===== config.mk =====
export PLATFORM = sky130hd
export DESIGN_NAME = apb_nslave_master
export DESIGN_NICKNAME = d
export VERILOG_FILES = /design/src/rtl/apb_nslave_pkg.sv /design/src/rtl/apb_slave_decoder.sv /design/src/rtl/apb_nslave_master.sv
export SDC_FILE = /design/constraint.sdc
export NUM_CORES = 1
export LEC_CHECK = 0
export ABC_CLOCK_PERIOD_IN_PS = 1800
export CAP_MARGIN = 20
export CORE_MARGIN = 4
export CORE_UTILIZATION = 28
export CTS_BUF_LIST = sky130_fd_sc_hd__clkbuf_16
export CTS_CLUSTER_SIZE = 30
export DETAILED_ROUTE_END_ITERATION = 10
export HOLD_SLACK_MARGIN = 0.02
export PLACE_DENSITY = 0.58
export SLEW_MARGIN = 0
export SYNTH_ARGS = -nofsm -noshare
export SYNTH_HDL_FRONTEND = slang
export SYNTH_SLANG_ARGS = --single-unit

===== constraint.sdc =====
create_clock -name PCLK -period 1.8 [get_ports PCLK]
set_input_delay 0.36 -clock PCLK [delete_from_list [all_inputs] [get_ports PCLK]]
set_output_delay 0.36 -clock PCLK [all_outputs]
set_load 0.02 [all_outputs]

===== src/rtl/apb_nslave_pkg.sv =====
// apb_nslave_pkg: shared types and helpers for the parametrised APB master bridge.
//   state_e   - requester FSM states (IDLE, SETUP, ACCESS)
//   apb_cmd_t - one command as seen on the command side (address, write data, read flag),
//               sized for the widest supported configuration (32-bit address and data)
//   sel_w()   - number of upper address bits used to pick a completer
package apb_nslave_pkg;

    typedef enum logic [1:0] {
        IDLE   = 2'd0,
        SETUP  = 2'd1,
        ACCESS = 2'd2
    } state_e;

    typedef struct packed {
        logic [31:0] addr;
        logic [31:0] wdata;
        logic        read;
    } apb_cmd_t;

    function automatic int sel_w(input int n);
        return (n < 2) ? 1 : $clog2(n);
    endfunction

endpackage


===== src/rtl/apb_slave_decoder.sv =====
// apb_slave_decoder: combinational completer select from the upper address bits.
//   addr_i    - latched command address; the top sel_w(NUM_SLAVES) bits form the slave index
//   psel_o    - one-hot completer mask, all zero when the index names no completer
//   dec_err_o - index >= NUM_SLAVES (only possible when NUM_SLAVES is not a power of two)
module apb_slave_decoder
    import apb_nslave_pkg::*;
#(
    parameter int NUM_SLAVES = 2,
    parameter int ADDR_W     = 9
) (
    input  logic [ADDR_W-1:0]     addr_i,
    output logic [NUM_SLAVES-1:0] psel_o,
    output logic                  dec_err_o
);

    localparam int SEL_W = sel_w(NUM_SLAVES);

    logic [SEL_W-1:0] idx;
    logic             unused_low;

    assign idx        = addr_i[ADDR_W-1 -: SEL_W];
    // the offset bits inside a completer's window take no part in the decode
    assign unused_low = ^addr_i[ADDR_W-SEL_W-1:0];
    assign dec_err_o  = int'(idx) >= NUM_SLAVES;

    always_comb begin
        for (int i = 0; i < NUM_SLAVES; i++) psel_o[i] = int'(idx) == i;
    end

endmodule


===== src/rtl/apb_nslave_master.sv =====
// apb_nslave_master: APB requester bridging single read/write commands to NUM_SLAVES completers.
//   PCLK, PRESET                   - clock (rising edge), asynchronous active-high reset
//   transfer, READ_WRITE           - command valid, 1 = read / 0 = write
//   apb_write_paddr/apb_write_data - write command address and data
//   apb_read_paddr                 - read command address
//   cmd_ready                      - command taken on an edge where transfer & cmd_ready
//   done, PSLVERR                  - one-cycle completion pulse and its error flag
//   apb_read_data_out              - read data, updated on read completions only
//   PADDR/PWRITE/PWDATA/PENABLE/PSEL - APB requester outputs
//   PRDATA/PREADY/PSLVERR_S        - per-completer responses, completer i at slice i
// Build option: define APB_TIMEOUT_EN to abort ACCESS after TIMEOUT_CYCLES cycles without PREADY.
module apb_nslave_master
    import apb_nslave_pkg::*;
#(
    parameter int NUM_SLAVES     = 2,
    parameter int ADDR_W         = 9,
    parameter int DATA_W         = 8,
    parameter int TIMEOUT_CYCLES = 16
) (
    input  logic                         PCLK,
    input  logic                         PRESET,
    input  logic                         transfer,
    input  logic                         READ_WRITE,
    input  logic [ADDR_W-1:0]            apb_write_paddr,
    input  logic [DATA_W-1:0]            apb_write_data,
    input  logic [ADDR_W-1:0]            apb_read_paddr,
    output logic                         cmd_ready,
    output logic                         done,
    output logic                         PSLVERR,
    output logic [DATA_W-1:0]            apb_read_data_out,
    output logic [ADDR_W-1:0]            PADDR,
    output logic                         PWRITE,
    output logic [DATA_W-1:0]            PWDATA,
    output logic                         PENABLE,
    output logic [NUM_SLAVES-1:0]        PSEL,
    input  logic [NUM_SLAVES*DATA_W-1:0] PRDATA,
    input  logic [NUM_SLAVES-1:0]        PREADY,
    input  logic [NUM_SLAVES-1:0]        PSLVERR_S
);

    if (NUM_SLAVES < 2 || NUM_SLAVES > 16 || ADDR_W <= sel_w(NUM_SLAVES) || TIMEOUT_CYCLES < 1)
    begin : g_param_err
        $error("apb_nslave_master: unsupported parameter set");
    end

    state_e              state_q, state_d;
    logic [ADDR_W-1:0]   addr_q, addr_d;
    logic [DATA_W-1:0]   wdata_q, wdata_d;
    logic [DATA_W-1:0]   rdata_q, rdata_d;
    logic                write_q, write_d;
    logic                done_q, done_d;
    logic                err_q, err_d;
    logic                live_q;
    logic [NUM_SLAVES-1:0] dec_psel;
    logic                dec_err;
    logic                rdy, serr, accept, complete, abort;
    logic [DATA_W-1:0]   prd;

    apb_slave_decoder #(
        .NUM_SLAVES(NUM_SLAVES),
        .ADDR_W    (ADDR_W)
    ) u_dec (
        .addr_i   (addr_q),
        .psel_o   (dec_psel),
        .dec_err_o(dec_err)
    );

    // Responses of unselected completers are masked out; a decode error has an
    // empty mask, so it reads as zero data and completes immediately.
    always_comb begin
        prd = '0;
        for (int i = 0; i < NUM_SLAVES; i++)
            prd = prd | (PRDATA[i*DATA_W +: DATA_W] & {DATA_W{dec_psel[i]}});
    end

    assign rdy      = dec_err | |(PREADY & dec_psel);
    assign serr     = |(PSLVERR_S & dec_psel);
    assign complete = (state_q == ACCESS) & rdy;

`ifdef APB_TIMEOUT_EN
    localparam int CNT_W = $clog2(TIMEOUT_CYCLES + 1);

    logic [CNT_W-1:0] cnt_q, cnt_d;

    assign abort = (state_q == ACCESS) & ~rdy & (cnt_q == CNT_W'(TIMEOUT_CYCLES));
    assign cnt_d = (state_q == SETUP) ? '0 :
                   ((state_q == ACCESS) & ~rdy & ~abort) ? cnt_q + 1'b1 : cnt_q;

    always_ff @(posedge PCLK or posedge PRESET) begin
        if (PRESET) cnt_q <= '0;
        else        cnt_q <= cnt_d;
    end
`else
    assign abort = 1'b0;
`endif

    // live_q keeps cmd_ready low during reset and until the first edge after release.
    assign cmd_ready = live_q & ((state_q == IDLE) | complete);
    assign accept    = transfer & cmd_ready;

    assign state_d = accept              ? SETUP  :
                     (state_q == SETUP)  ? ACCESS :
                     (complete | abort)  ? IDLE   : state_q;
    assign addr_d  = accept ? (READ_WRITE ? apb_read_paddr : apb_write_paddr) : addr_q;
    assign write_d = accept ? ~READ_WRITE : write_q;
    assign wdata_d = accept ? (READ_WRITE ? '0 : apb_write_data) : wdata_q;
    assign done_d  = complete | abort;
    assign err_d   = abort | (complete & (dec_err | serr));
    assign rdata_d = (complete & ~write_q) ? prd :
                     (abort & ~write_q)    ? '0  : rdata_q;

    always_ff @(posedge PCLK or posedge PRESET) begin
        if (PRESET) begin
            state_q <= IDLE;
            addr_q  <= '0;
            wdata_q <= '0;
            rdata_q <= '0;
            write_q <= 1'b0;
            done_q  <= 1'b0;
            err_q   <= 1'b0;
            live_q  <= 1'b0;
        end else begin
            state_q <= state_d;
            addr_q  <= addr_d;
            wdata_q <= wdata_d;
            rdata_q <= rdata_d;
            write_q <= write_d;
            done_q  <= done_d;
            err_q   <= err_d;
            live_q  <= 1'b1;
        end
    end

    assign done              = done_q;
    assign PSLVERR           = err_q;
    assign apb_read_data_out = rdata_q;
    assign PADDR             = addr_q;
    assign PWRITE            = write_q;
    assign PWDATA            = wdata_q;
    assign PENABLE           = state_q == ACCESS;
    assign PSEL              = (state_q == SETUP || state_q == ACCESS) ? dec_psel : '0;

endmodule


# --- Yosys cells after proc, flatten, opt, wreduce, memory -nomap -nowiden ---
# Cells that the tools add are included.
totals:
  mem_bits_rw: 0
  romBits: 0
  input_bits: 50
  output_inout_bits: 32
  word_cells: 35
  mem_count: 0
  latchBits: 0
  register_bits: 31
classes:
  magnitude_cmp: 0
  shift: 0
  n_mul: 0
  n_eq_ne: 2
  div_mod_pow: 0
  muxes: 6
  n_bitwise: 14
  add_sub_neg: 0
  n_reduce_logical: 5
ops:
  columns: ["operator", "count"]
  rows:
  - ["8-bit AND", 2]
  - ["9-bit 2-to-1 mux", 1]
  - ["2-bit 2-to-1 mux", 4]
  - ["8-bit 2-to-1 mux", 1]
  - ["8-bit bitwise OR", 1]
  - ["1-bit AND", 5]
  - ["2-bit AND", 2]
  - ["2-bit OR reduction", 2]
  - ["1-bit NOT", 3]
  - ["3-bit nonzero test", 1]
  - ["2-bit by 1-bit == test with 1-bit output (second input constant)", 1]
  - ["2-bit == test (second input constant)", 1]
  - ["2-bit zero test", 1]
  - ["1-bit logical OR", 1]
  - ["1-bit bitwise OR", 1]

# --- Longest topological paths before layout ---
# Gate-level depths: netlist (run 1).
logic_depth:
  depth_word: 8
  depth_mapped: 6
  mapped_depth_nobuf: 5

# --- By module ---
# From an unflattened synthesis (run 1), not the netlist that was laid out.
unflattened:
  cells_unflattened: 123
  area_unflattened_um2: 1531.5
by_module_without_submodules:
  columns: ["mod", "n_inst", "cells_each", "area_per_inst_um2"]
  rows:
  - ["apb_nslave_master", 1, 119, 1508.9]
  - ["apb_slave_decoder", 1, 4, 22.5]

# --- Worst setup path after synthesis (run 1) ---
# Ideal clock, no wire load.
synth_timing:
  path_type: "reg2reg"
  startpoint: "register state_q[0]"
  endpoint: "register rdata_q[0], in the netlist apb_read_data_out[0]"
  path_slack_ns: 0.093
  path_stages_with_launch: 6
  arrival_time_ns: 1.582
  t_required_ns: 1.675
  path_buffers: 0
  path_cell_list: "dfrtp_1 -> inv_1 -> ha_1 -> inv_1 -> nor3_4 -> mux2_2"
synth_via:
  elab_chain_len: 3
synth_rtl:
  columns: ["item", "line", "text"]
  rows:
  - ["start: declaration", "apb_nslave_master.sv:46", "state_e state_q, state_d;"]
  - ["start signal: assignment", "apb_nslave_master.sv:123", "state_q <= state_d;"]
  - ["2-bit == test", null, null]
  - ["via PENABLE", "apb_nslave_master.sv:34", "output logic PENABLE,"]
  - ["1-bit AND", "apb_nslave_master.sv:78", "assign complete = (state_q == ACCESS) & rdy;"]
  - ["1-bit AND", "apb_nslave_master.sv:109", "assign rdata_d = (complete & ~write_q) ? prd :"]
  - ["end signal: assignment", "apb_nslave_master.sv:126", "rdata_q <= rdata_d;"]
  - ["end: declaration", "apb_nslave_master.sv:49", "logic [DATA_W-1:0] rdata_q, rdata_d;"]
# The timed path passes the listed nets, and every way through them passes these cells.
# A chain may end at the register's enable or synchronous reset.

# --- Worst setup path in the final report (run 1) ---
layout_timing:
  startpoint: "register state_q[0]"
  endpoint: "output port cmd_ready"
layout_via:
  elab_chain_len: 4
layout_rtl:
  columns: ["item", "line", "text"]
  rows:
  - ["2-bit == test", "apb_nslave_master.sv:78", null]
  - ["1-bit AND", "apb_nslave_master.sv:78", null]
  - ["via complete", "apb_nslave_master.sv:56", "logic rdy, serr, accept, complete, abort;"]
  - ["1-bit bitwise OR", "apb_nslave_master.sv:98", "assign cmd_ready = live_q & ((state_q == IDLE) | complete);"]
  - ["1-bit AND", "apb_nslave_master.sv:98", null]
  - ["end: declaration", "apb_nslave_master.sv:27", "output logic cmd_ready,"]
# The timed path passes the listed nets, and every way through them passes these cells.

==> results of run 1 <==
## cells by family (layout without fill, tap and decap cells)
| kind of cell | after synthesis | in the layout | share of synthesized area [%] |
|---|---|---|---|
| adder cells (fa/ha/maj) | 3 | 3 | 2.37 |
| buffers and inverters | 11 | 105 | 3.72 |
| AND/OR/NAND/NOR | 16 | 16 | 6.41 |
| other | 1 | 1 | 0.237 |
| flip-flops | 31 | 31 | 49.1 |
| AO/OA/AOI/OAI | 5 | 5 | 2.14 |
| multiplexers | 45 | 45 | 36.1 |
## power by group
group	total, W	switching, W	internal (W)	leakage (nW)
logic	0.00236	0.00103	0.00133	0.710
clock network	0.000760	0.000265	0.000495	0.0671
registers	0.00122	0.000191	0.00103	0.380
## what timing repair did
item	CTS	global route
gates resized for setup	11	4
pin swaps	0	0
endpoints found under the setup margin	5	3
## sequential cells by signal, summed over array words and instances, names as in the netlist
name,flops
apb_read_data_out,8
PSLVERR,1
state_q,2
PWRITE,1
PWDATA,8
live_q,1
done,1
PADDR,9
## area by class of cell
class / instances / area (um^2)
clock buffers: 5 / 125
inverters: 6 / 22.5
well taps: 72 / 90.1
clock inverters: 2 / 8.76
repair buffers: 92 / 916
multi-input cells: 70 / 749
flip-flops and latches: 31 / 776
fillers: 502 / 2820
## cell usage after synthesis, types with 2 or more instances
| master | instances |
|---|---|
| mux2_2 | 25 |
| buf_6 | 2 |
| dfrtp_1 | 31 |
| nand3_1 | 2 |
| buf_2 | 2 |
| nor2b_1 | 9 |
| mux2_4 | 17 |
| mux2i_1 | 2 |
| inv_1 | 6 |
| ha_1 | 3 |
## per-stage QoR
step                util (%)  cell area, um^2  hold WS, ns  TNS, ns
floorplan                  -             1580        0.464        0
global placement        46.6             2570        0.493    -1.89
detailed placement      46.6             2570        0.490    -2.53
CTS                     48.9             2690        0.488        0
global route            48.8             2690        0.512        0
finish                  48.8             2690        0.470        0
## per-layer routing
layer	up-vias	wire [um]	share of wire, %
met5	-	0	0
met4	0	48	1.2
met3	2	169	4.2
met2	31	2170	54
met1	594	1640	41
li1	572	-	-
## worst min-delay path, delay by kind of cell
| family | cells | cell delay (ns) |
|---|---|---|
| buffers and inverters | 3 | 0.80 |
## worst max-delay path by stage
stage,slack (ns),from,to,cells past startpoint
floorplan,0.09,state_q[0],apb_read_data_out[0],5
global placement,-0.30,PREADY[1],cmd_ready,5
detailed placement,-0.34,PREADY[1],cmd_ready,5
CTS,0.005,state_q[0],PSEL[1],4
global route,0.01,state_q[0],cmd_ready,6
finish,0.05,state_q[0],cmd_ready,6
==> impl_results.md, run 1 <==
* Outcome: completed
* Largest stage delay on the critical path at 0.35 ns
* Routing usage on met1 at between 10% and 20%
* Layout Area Growth over Synthesis at 69.9%
* Die Ht at a little over 80 um
* Pre-CTS WS at -0.342 ns
* DIE WIDTH at between 80 and 90 um
* First-pass GRT wire length at 6820 um
* Cell mode on critical path: inv_1
* Final setup viols at 0
* FF-to-FF setup slack at approximately 0.11 ns
* 1st-iter DRT viols at 25
* FP Rows at 27
* Synth area leaders: dfrtp_1 (49%), mux2_2 (18%), mux2_4 (16%)
* Critical Path RT at 1.44 ns
* Root Buffer: clkbuf_16
* Share of the synthesized area in the top cell type at roughly half
* Leakage power at 1.16 nW
* Initial Util at 28.7%
* Routing usage on met2 at 21.5%
* Post-CTS Hold Buffers at 0
* CP max-delay cell: dfrtp_1
* Residual DRC at 0
* Initial antenna violation count at 0
* Mapped Nets at approximately 170
* Gpl congestion at roughly 0.70
* DR pass1 iterations at 3
* Mean routed wirelength per cell at 14.5 um
* H-tree depth at 2
* Total congestion overflow at 0
* Final Instance Count excl. Fillers at 278
* Share of cells above drive strength 1 at 32.0%
* Max Clk Rate at around 0.57 GHz
* CP max FO at 2
* Crit Path Category: reg2out
* Number of clock sinks at 31
* Post-Synthesis Cell Area at 1580 um^2
* Final Critical Period at 1.75 ns
* Clk buf depth at 2
* Worst path top cell family by delay: flip-flops
* M3 GR Usage at 2.58%
* Fin crit share at 97.2%
* DP HPWL at 3110 um
* Die area at 6910 um^2
* CTS tree: done
* Via-to-Cell Ratio at 4.31
* Placed Cells at 271
* Via count at 1199
* Skew final at 0.00700 ns
* FF-to-FF End: apb_read_data_out[6]
* Syn Inst Count at 112
* Yosys top cell by area: dfrtp_1
* Max-Cap Viols at 0
* Clk slew on worst S/H paths at 0.05 ns
* RSZ-0062 raised after global routing: no
* Post-route setup slack at 0.0495 ns
* Yosys reg bits at 31
* Worst-skew pair later-pin latency at 0.27 ns
* Commonest non-fill, non-tap cell in the layout: clkdlybuf4s50_1
* Asr flop ratio synth at 100%
* EDFF count, synth at 0
* PwrDens at 1620 nW/um^2
* HP Class: in2async
* Nets at 259
* Power Total at 0.00434 W
* Count of cell types in the netlist at 23
* CTS Buf Count at 5
* Slew Viols, Final at 0
* Part of the Yosys area used for sequential elements at 49.1%
* DRT antenna net count at 0
* Io pins at 82
* Post-CTS Setup Bufs at 0
* Critical path launch point type: flop
* Highest-count cells in the layout ignoring fill and taps: clkdlybuf4s50_1 (76), dfrtp_1 (31), mux2_2 (25)
* Arr. time, crit path at ~1.4 ns
* IO buf count at between 80 and 90
* CP Capture Type: output port
* Worst Path Buf+Inv at 3
* Maximum VDD drop at approximately 0.86 mV
* Gr usage total at 12.3%
* Critical-path cell list: inv_1 > ha_1 > inv_1 > nor2_2 > o21a_1 > buf_4
* # diodes at 0
* GR peak layer: met2
* Worst Reg-to-Reg Cells at 7
* WL final at 4030 um
* Endpoints failing hold at 0
* Reg-to-Reg Start: state_q[0]
* Number of global-route vias before repair at roughly 1300
* Synth Area per Inst at 14.1 um^2
* Core area at 5510 um^2
* Most used flip-flop cell after synthesis: dfrtp_1
* Largest net degree at the start of global routing at 32
* YS warnings at 0
Power figures use the tool's default switching activity.
==> run 2: changes to the inputs <==
--- a/config.mk
+++ b/config.mk
@@ -8,12 +8,12 @@
 export ABC_CLOCK_PERIOD_IN_PS = 1800
 export CAP_MARGIN = 20
 export CORE_MARGIN = 4
-export CORE_UTILIZATION = 28
+export CORE_UTILIZATION = 39
 export CTS_BUF_LIST = sky130_fd_sc_hd__clkbuf_16
 export CTS_CLUSTER_SIZE = 30
 export DETAILED_ROUTE_END_ITERATION = 10
 export HOLD_SLACK_MARGIN = 0.02
-export PLACE_DENSITY = 0.58
+export PLACE_DENSITY = 0.77
 export SLEW_MARGIN = 0
 export SYNTH_ARGS = -nofsm -noshare
 export SYNTH_HDL_FRONTEND = slang
==> impl_results.md, run 2 (synthesis gave the netlist of run 1 again) <==
* Residual DRC at 0
* Die Ht at 71.7 um
* Largest net degree at the start of global routing at 29
* Initial antenna violation count at 0
* Nets at 259
* First-pass GRT wire length at 6410 um
* DRT antenna net count at 0
* Skew final at 0.00542 ns
* Gr usage total at between 15 and 20%
* Share of cells above drive strength 1 at between 30% and 40%
* Critical path launch point type: primary input
* Endpoints failing hold at 0
* Number of clock sinks at 31
* DIE WIDTH at 71.7 um
* # diodes at 0
* Crit Path Category: in2out
* CTS Buf Count at 5
* DR pass1 iterations at 4
* IO buf count at 81
* Outcome: completed
* Max-Cap Viols at 0
* DP HPWL at 3080 um
* Via count at 1202
* 1st-iter DRT viols at 31
* Maximum VDD drop at between 1 and 1.5 mV
* FP Rows at 22
* CTS tree: done
* Commonest non-fill, non-tap cell in the layout: clkdlybuf4s50_1
* Slew Viols, Final at 0
* Io pins at 82
* Worst-skew pair later-pin latency at 0.27 ns
* PwrDens at between 1500 and 2000 nW/um^2
* HP Class: in2async
* CP max FO at 2
* Reg area at approximately 780 um^2
* WL final at 4000 um
* Clk slew on worst S/H paths at about 0.05 ns
* Highest-count cells in the layout ignoring fill and taps: clkdlybuf4s50_1 (75), dfrtp_1 (31), mux2_2 (25)
* H-tree depth at 2
* RSZ-0062 raised after global routing: yes
* Layout Area Growth over Synthesis at 70.1%
* Die area at 5140 um^2
* Power Total at 0.00453 W
* Post-CTS Setup Bufs at 0
* Final setup viols at 0
* CP Capture Type: output port
* Mean routed wirelength per cell at 15.7 um
* Leakage power at 1.18 nW
* Setup_tns at 0 ns
* Initial Util at a little over two fifths
* Post-CTS Hold Buffers at 0
* Clk buf depth at 2
* Area of the multi-input gates at 749 um^2
* Filler cell count at about 270
* Via-to-Cell Ratio at about 4.7
* Fin crit share at between 90 and 100%
* Gpl congestion at 0.746
* Arr. time, crit path at 1.39 ns
* Root Buffer: clkbuf_16
* Final Critical Period at 1.75 ns
* Max Clk Rate at 0.572 GHz
* Critical Path RT at 1.44 ns
* Max reg flops at 9
* Core area at 3800 um^2
* Total congestion overflow at 0
* Number of global-route vias before repair at 1390
[run 2: cell types whose count changed in the layout (fill, tap and decap cells not counted), sizes merged]
| cell | change |
|---|---|
| buf | +1 |
| bufinv | +1 |
| clkbuf | -1 |
| clkdlybuf4s50 | -1 |
| dlymetal6s2s | +1 |
[run 2: final timing paths]
check	depth (start not counted)	start	slack (ns)	endpoint
worst max-delay path	5	PREADY[0]	0.05	cmd_ready
min in group PCLK	1	apb_read_data_out[2]	0.51	apb_read_data_out[2]
worst max register to register	7	state_q[0]	0.13	apb_read_data_out[7]
worst min register to register	1	apb_read_data_out[2]	0.51	apb_read_data_out[2]
worst min-delay path	2	PRESET	0.26	apb_read_data_out[7]
max in group asynchronous	3	PRESET	0.97	PWDATA[0]
[run 2: report_power, final]
part	internal (W)	switching (W)	leakage, nW
clock	0.000644	0.000281	0.0812
sequential	0.00103	0.000203	0.380
combinational	0.00133	0.00104	0.719
total	0.00301	0.00152	1.18
[run 2: critical path: stages]
cell             delay [ns]
clkdlybuf4s50_1        0.41
mux2i_2                0.22
nor2_2                 0.06
o21a_1                 0.18
buf_4                  0.16
[run 2: through the flow]
stage               worst slack (ns)  std cells  area, um^2  utilization (%)  hold slack, ns
CTS                           0.0161        255        2700             70.9           0.264
detailed placement            -0.366        247        2540             66.8           0.499
finish                        0.0502        255        2690             70.8           0.263
floorplan                     0.0935        112        1580                -           0.464
global placement              -0.331        247        2540             66.8           0.493
global route                 -0.0218        255        2690             70.8           0.283
[run 2: final cells by class]
type	instances	area share, %
multi-input combinational	70	27.9
timing repair buffer	92	34.1
tap	48	2.23
sequential	31	28.8
inverter	6	0.837
clock buffer	5	4.65
clock inverter	3	1.44
[run 2: timing repair]
item,in CTS,in global routing
gates resized for setup,12,5
endpoints found under the setup margin,5,3
cloned,0,0
pin swaps,0,0
[run 2: layer usage]
metal | vias up | global-route usage [%] | wire length, um
met5 | - | 0 | 0
met4 | 0 | 3.76 | 12
met3 | 2 | 5.75 | 268
met2 | 46 | 30.7 | 2180
met1 | 581 | 16.9 | 1540
li1 | 573 | - | -
